--- src/rtl/reg_file_rename.sv ---
// rtl/reg_file_rename.sv - architectural register file with per-register ROB-tag renaming
module reg_file_rename #(
    parameter int XLEN = 32,
    parameter int NREG = 32,
    parameter int RBW  = 4
) (
    input  logic            clk,
    input  logic            rst,
    input  logic            rdy,
    input  logic            jp_wrong,
    input  logic [4:0]      rs1_ID,
    input  logic [4:0]      rs2_ID,
    output logic            rs1_busy,
    output logic            rs2_busy,
    output logic [XLEN-1:0] rs1_val,
    output logic [XLEN-1:0] rs2_val,
    output logic [RBW-1:0]  rs1_idx,
    output logic [RBW-1:0]  rs2_idx,
    input  logic            upd_flag,
    input  logic [RBW-1:0]  upd_idx,
    input  logic [4:0]      upd_rd,
    input  logic            write_flag,
    input  logic [RBW-1:0]  write_idx,
    input  logic [4:0]      write_rd,
    input  logic [XLEN-1:0] new_val
);

    logic [XLEN-1:0] regs [NREG];
    logic [RBW-1:0]  tag  [NREG];
    logic [NREG-1:0] busy;

    logic commit_ok;
    logic rename_ok;

    assign commit_ok = write_flag && !jp_wrong && (write_rd != 5'd0);
    assign rename_ok = upd_flag && !jp_wrong && (upd_rd != 5'd0);

    // A same-cycle commit is forwarded to readers; only a matching tag clears busy.
    always_comb begin
        rs1_busy = busy[rs1_ID];
        rs1_val  = regs[rs1_ID];
        rs1_idx  = tag[rs1_ID];
        if (commit_ok && (write_rd == rs1_ID)) begin
            rs1_val = new_val;
            if (tag[rs1_ID] == write_idx) begin
                rs1_busy = 1'b0;
            end
        end
        if (rs1_ID == 5'd0) begin
            rs1_busy = 1'b0;
            rs1_val  = '0;
            rs1_idx  = '0;
        end
    end

    always_comb begin
        rs2_busy = busy[rs2_ID];
        rs2_val  = regs[rs2_ID];
        rs2_idx  = tag[rs2_ID];
        if (commit_ok && (write_rd == rs2_ID)) begin
            rs2_val = new_val;
            if (tag[rs2_ID] == write_idx) begin
                rs2_busy = 1'b0;
            end
        end
        if (rs2_ID == 5'd0) begin
            rs2_busy = 1'b0;
            rs2_val  = '0;
            rs2_idx  = '0;
        end
    end

    // Rename is applied after commit so it wins the busy bit on a shared rd.
    always_ff @(posedge clk) begin
        if (!rst) begin
            busy <= '0;
            for (int i = 0; i < NREG; i++) begin
                regs[i] <= '0;
                tag[i]  <= '0;
            end
        end else if (rdy) begin
            if (jp_wrong) begin
                busy <= '0;
            end else begin
                if (commit_ok) begin
                    regs[write_rd] <= new_val;
                    if (tag[write_rd] == write_idx) begin
                        busy[write_rd] <= 1'b0;
                    end
                end
                if (rename_ok) begin
                    busy[upd_rd] <= 1'b1;
                    tag[upd_rd]  <= upd_idx;
                end
            end
        end
    end

endmodule
--- config.mk ---
export PLATFORM = sky130hd
export DESIGN_NAME = reg_file_rename
export DESIGN_NICKNAME = d
export VERILOG_FILES = /design/src/rtl/reg_file_rename.sv
export SDC_FILE = /design/constraint.sdc
export NUM_CORES = 2
export LEC_CHECK = 0
export ABC_AREA = 1
export CAP_MARGIN = 15
export CORE_ASPECT_RATIO = 1.5
export CORE_MARGIN = 2
export CORE_UTILIZATION = 25
export DETAILED_ROUTE_END_ITERATION = 8
export HOLD_SLACK_MARGIN = 0.12
export PLACE_DENSITY = 0.36
export SETUP_SLACK_MARGIN = 0.2
export SYNTH_ARGS = -nofsm -noshare
export SYNTH_HDL_FRONTEND = slang
export SYNTH_SLANG_ARGS = --single-unit
--- constraint.sdc ---
create_clock -name clk -period 8.1 [get_ports clk]
set_input_delay 1.62 -clock clk [delete_from_list [all_inputs] [get_ports clk]]
set_output_delay 1.62 -clock clk [all_outputs]
set_load 0.01 [all_outputs]
* After elaboration in Yosys (flattened, before gate mapping)
Memory sizes are Yosys's and may differ from the RTL's.
Index checks and enable logic that the tools add are counted.
W data, S select, Z words.
** Operators by class
- Add/sub/neg operators :: 0
- Multiply operators :: 0
- Div/mod/pow operators :: 0
- Order comparisons :: 6
- Eq/ne operators :: 5
- Shift operators :: 0
- Mux-type cells :: 44
- Bitwise gates (word level) :: 3
- Reductions and logical operators :: 15
** Operator list (number)
- $mux W32 :: 12
- $and A32 B32 Y32 :: 1
- $not A32 Y32 :: 1
- $or A32 B32 Y32 :: 1
- $reduce_or A32 Y1 :: 1
- $lt A5 B6 Y1 const B :: 4
- $mux W1 :: 23
- $eq A4 B4 Y1 :: 3
- $mux W4 :: 3
- $bmux W1 S5 :: 2
- $demux W1 S5 :: 2
- $eq A5 B5 Y1 :: 2
- $ge A5 B1 Y1 const B :: 2
- $logic_not A5 Y1 :: 2
- $mux W5 :: 2
- $reduce_bool A5 Y1 :: 2
- $logic_and A1 B1 Y1 :: 8
- $reduce_or A4 Y1 :: 1
- $logic_not A1 Y1 :: 1
** Storage, ports and cells
- Flip-flop bits (word level) :: 32
- Bits in latches :: 0
- Bits in writable memories :: 1152
- Bits in read-only memories :: 0
- Logic and storage cells :: 76
- Memories :: 2
** Memories
- regs :: depth 32, width 32, read ports 2, clocked after Yosys merged registers in 0, write ports 32, RTL line 28 : logic [XLEN-1:0] regs [NREG];
- tag :: depth 32, width 4, read ports 3, clocked after Yosys merged registers in 0, write ports 32, RTL line 29 : logic [RBW-1:0] tag [NREG];

* Longest topological paths before layout
- Depth after elaboration :: 14
- Depth in mapped cells :: 20
- Gate-level depth less buffers :: 17

* Worst setup path after synthesis
OpenSTA, ideal clock, no wires.
- Kind :: input-to-output
- Start point :: input write_rd[0]
- End point :: output rs2_val[20]
- Data arrival time :: 3195 ps
- Data required time :: 6480 ps
- Path slack :: 3285 ps
- Cell stages on the path :: 10
- Buffers on the path :: 3
- Path through :: buf_4 clkbuf_1 nand2_1 nand4_1 nor4_1 nand2_1 inv_2 clkbuf_1 a21oi_1 a211oi_1
** On the way
- Cells in the longest elaborated chain, start to end :: 5
- Elaborated cells between the ends (all ways) :: 6
- Classes of those cells :: eq/ne: 1; mux: 2; reduce/logical: 3
** RTL lines
- start, declared :: RTL line 24 : input logic [4:0] write_rd,
- $reduce_bool A5 Y1 :: RTL line 35 : assign commit_ok = write_flag && !jp_wrong && (write_rd != 5'd0);
- $logic_and A1 B1 Y1 :: RTL line 35
- $logic_and A1 B1 Y1 * :: RTL line 60 : if (commit_ok && (write_rd == rs2_ID)) begin
- $mux W32 * :: RTL line 60
- $mux W32 * :: RTL line 66 : if (rs2_ID == 5'd0) begin
- end, declared :: RTL line 16 : output logic [XLEN-1:0] rs2_val,
Mark *: on every way between the ends. The rest lies on a longest branch, timed or not.

* Worst setup path in the final report
- Start point :: input rs2_ID[0]
- End point :: output rs2_val[12]
** On the way
- Cells in the longest elaborated chain, start to end :: 4
- Elaborated cells between the ends (all ways) :: 6
- Classes of those cells :: eq/ne: 1; mux: 2; reduce/logical: 2; memory: 1
** RTL lines
- start, declared :: RTL line 12 : input logic [4:0] rs2_ID,
- branches (longest 3 deep; another with $mem_v2 Z32 W32)
- $mux W32 * :: RTL line 66
Mark *: on every way between the ends.

==> summary.txt <==
Run status
  • Status: completed

STA
  • Relative max-transition margin: 0.174
  • RSZ-0062 raised after global routing: false
  • Max-slew violations: 0
  • Hold Fails Final Rpt: 0
  • Final worst setup slack: 0.701 ns
  • Fmax achieved: between 100 and 150 MHz
  • Sum of negative setup slack: 0 ns
  • Worst hold slack: 0.484 ns
  • Period utilisation layout: 0.913
  • Final setup viols: 0
  • Slew @ Worst Pin: 1.24 ns
  • Minimum clock period: approximately 7.4 ns
  • Worst clock skew: 0.0479 ns

Min path
  • Hold_sp: busy[4]$_SDFFE_PN0P_
  • Hold depth: 2
  • Worst hold endpoint: busy[4]$_SDFFE_PN0P_
  • Hold WC Path Type: register to register

Cells and area
  • Layout area overhead: 14.7%
  • Layout cell share with drive strength beyond 1: 0.0704
  • Layout Utilization: 0.288
  • Fill cell count: 27,700
  • Final nets: between 7,000 and 8,000
  • Final instance area: ~76,000 sq um
  • Footprint of the multi-input gates: roughly 26,000 sq um
  • Register area: 35,200 sq um

Routing
  • Wire per inst: 31.8 um
  • Vias post-DR: 62,500
  • DRT antenna net count: 0
  • Routed vias/inst: 5.52
  • DRT Wirelength: about 360,000 um
  • DR iter-0 viols: 7,902
  • Drt first pass iters: 8
  • DRC: 0

Clock tree
  • # clock sinks: 1,184
  • Resized cells post-CTS: 0
  • CTS tree: done
  • Clk_lat worst skew: slightly above 0.8 ns
  • H-tree Lvls: 4
  • TritonCTS Buffers: 150
  • Bufs on Longest Clock Path: 4
  • Clock slew at reported path FFs: 0.06 ns
  • Hold-fix buffers, CTS: 0
  • Postcts setup bufs: 0
  • CTS root buf: clkbuf_16

Die
  • Site Rows: 231
  • Die W: 424 um
  • Starting density of the core: 0.251
  • Die Y: 634 um
  • Die Area: 268,000 sq um
  • Core area: 263,000 sq um
  • Ports: 140

Synthesis
  • Ys async rst share: 0
  • Yosys warns: 0
  • Synthesized cell area: about 66,000 sq um
  • EDFF count, synth: between 1,000 and 1,500
  • Share of the synthesized area in the top cell type: 0.524
  • Post-synth top cells: nor2_1 (1,746), o21ai_0 (1,340), edfxtp_1 (1,152), nand2_1 (777), a21oi_1 (628)
  • Number of library cell types mapped by synthesis: 39
  • Post-Syn Instances: between 7,000 and 8,000
  • Yosys reg bits: around 1,200
  • Seq/Total Area, Yosys: 0.533
  • Top post-synthesis cells by area: edfxtp_1 (52%), o21ai_0 (10%), nor2_1 (9.9%)
  • Leading cell type by number of instances after synthesis: nor2_1
  • Synthesized area per cell: 8.34 sq um
  • Main synth FF type: edfxtp_1
  • Area leader, netlist: edfxtp_1

Critical path
  • Reg2reg setup slack: 5.09 ns
  • Reg2Reg Launch Point: tag[9][3]$_SDFFCE_PN0P_
  • Setup crit start kind: input port
  • CP peak stage delay: 0.79 ns
  • CP endpoint kind: primary output
  • CP max FO: 63
  • Crit path top cell by count: nand2_1
  • Worst R2R End: busy[4]$_SDFFE_PN0P_
  • WP data required: roughly 6.5 ns
  • Critical Setup Path Class: input port to primary output
  • Worst EP arrival: ~5.8 ns
  • CP cell instances: buf_8, inv_8, nand2_1, nand4_1, nor4_1, nand2_1, inv_2, a21oi_1, a211oi_1, clkdlybuf4s50_1
  • CP max-delay cell: inv_2
  • Reg2Reg Depth: 16

GRT
  • GR Util All Layers: 0.260
  • GRT overflow: 0
  • Initial antenna violation count: 17
  • Vias in the first global route: 59,700
  • Largest net degree at the start of global routing: 170
  • First-pass GRT wire length: just under 500,000 um

Place
  • Number of port buffers: between 100 and 150
  • Post-placement cell area: 71,400 sq um
  • DP Wirelength: 213,000 um
  • Pre-CTS WS: 0.817 ns
  • Final GP Congestion: 0.866

Power
  • Pwr Density: about 210 nW/um^2
  • Leak pwr: 27.2 nW
  • Peak supply drop: between 0.15 and 0.2 mV

Flow run
  • Maxcap violations: 0
==> metal layers <==
| metal | track usage | up-vias | routed length (um) |
|---|---|---|---|
| li1 | - | 27200 | - |
| met1 | 0.327 | 31300 | 145000 |
| met2 | 0.439 | 3212 | 172000 |
| met3 | 0.0332 | 735 | 23600 |
| met4 | 0.130 | 4 | 20300 |
| met5 | 0 | - | 18 |
==> worst max path at each step <==
stage                   to        start  depth (start not counted)
6_report       rs2_val[12]    rs2_ID[0]                         10
4_1_cts        rs2_val[12]    rs2_ID[0]                         10
5_1_grt        rs2_val[12]    rs2_ID[0]                         10
3_5_place_dp   rs2_val[12]    rs2_ID[0]                         10
3_3_place_gp   rs2_val[12]    rs2_ID[0]                         10
2_1_floorplan  rs2_val[20]  write_rd[0]                         10
==> cell type report <==
| cell class | instances | share of cell area |
|---|---|---|
| Sequential cell | 1184 | 0.465 |
| Multi-Input combinational cell | 5556 | 0.348 |
| Tap cell | 3495 | 0.0577 |
| Clock buffer | 191 | 0.0524 |
| Timing Repair Buffer | 392 | 0.0492 |
| Inverter | 436 | 0.0222 |
| Clock inverter | 66 | 0.00588 |
| Antenna cell | 2 | 0.0000660 |
==> metrics by stage <==
step                total power [W]  instances
floorplan                   0.00844       7951
global route                 0.0165      11300
finish                       0.0160      11300
detailed placement          0.00965      11100
CTS                          0.0161      11300
global placement            0.00965      11100
==> state kept, by name, indices dropped and copies added (netlist names) <==
name,cells
busy,32
tag,128
regs,1024
==> critical path, delay by kind of cell <==
family | cells | cell delay, ns
AOI/OAI and AO/OA | 2 | 1.05
buffers and inverters | 4 | 2.20
and+or+nand+nor | 4 | 0.77
==> layout by cell type (no fill, tap or decap), drive strengths merged, types with 59 or more instances in the layout <==
| master | n |
|---|---|
| a21oi | 628 |
| buf | 266 |
| clkbuf | 191 |
| clkdlybuf4s50 | 126 |
| clkinv | 59 |
| edfxtp | 1152 |
| inv | 436 |
| nand2 | 778 |
| nand3 | 461 |
| nor2 | 1748 |
| o211ai | 201 |
| o21ai | 1345 |
| o221ai | 166 |
| o22ai | 92 |
==> cell families (layout without fill, tap and decap cells) <==
| kind of cell | after synthesis | in the layout | share of synthesized area |
|---|---|---|---|
| xor gates and xnor gates | 9 | 9 | 0.00119 |
| AOI/OAI and AO/OA | 2492 | 2492 | 0.210 |
| buffers and inverters | 1211 | 1085 | 0.0731 |
| other | 1 | 38 | 0.0000568 |
| and+or+nand+nor | 3019 | 3019 | 0.182 |
| DFF | 1184 | 1184 | 0.533 |
==> where the power goes <==
part	internal (W)	leakage [nW]	switching [W]
logic	0.000594	13.8	0.00177
registers	0.00702	11.2	0.000161
clock network	0.00361	2.16	0.00287
total	0.0112	27.2	0.00480
No activity file was read; power rests on OpenSTA's default activity.
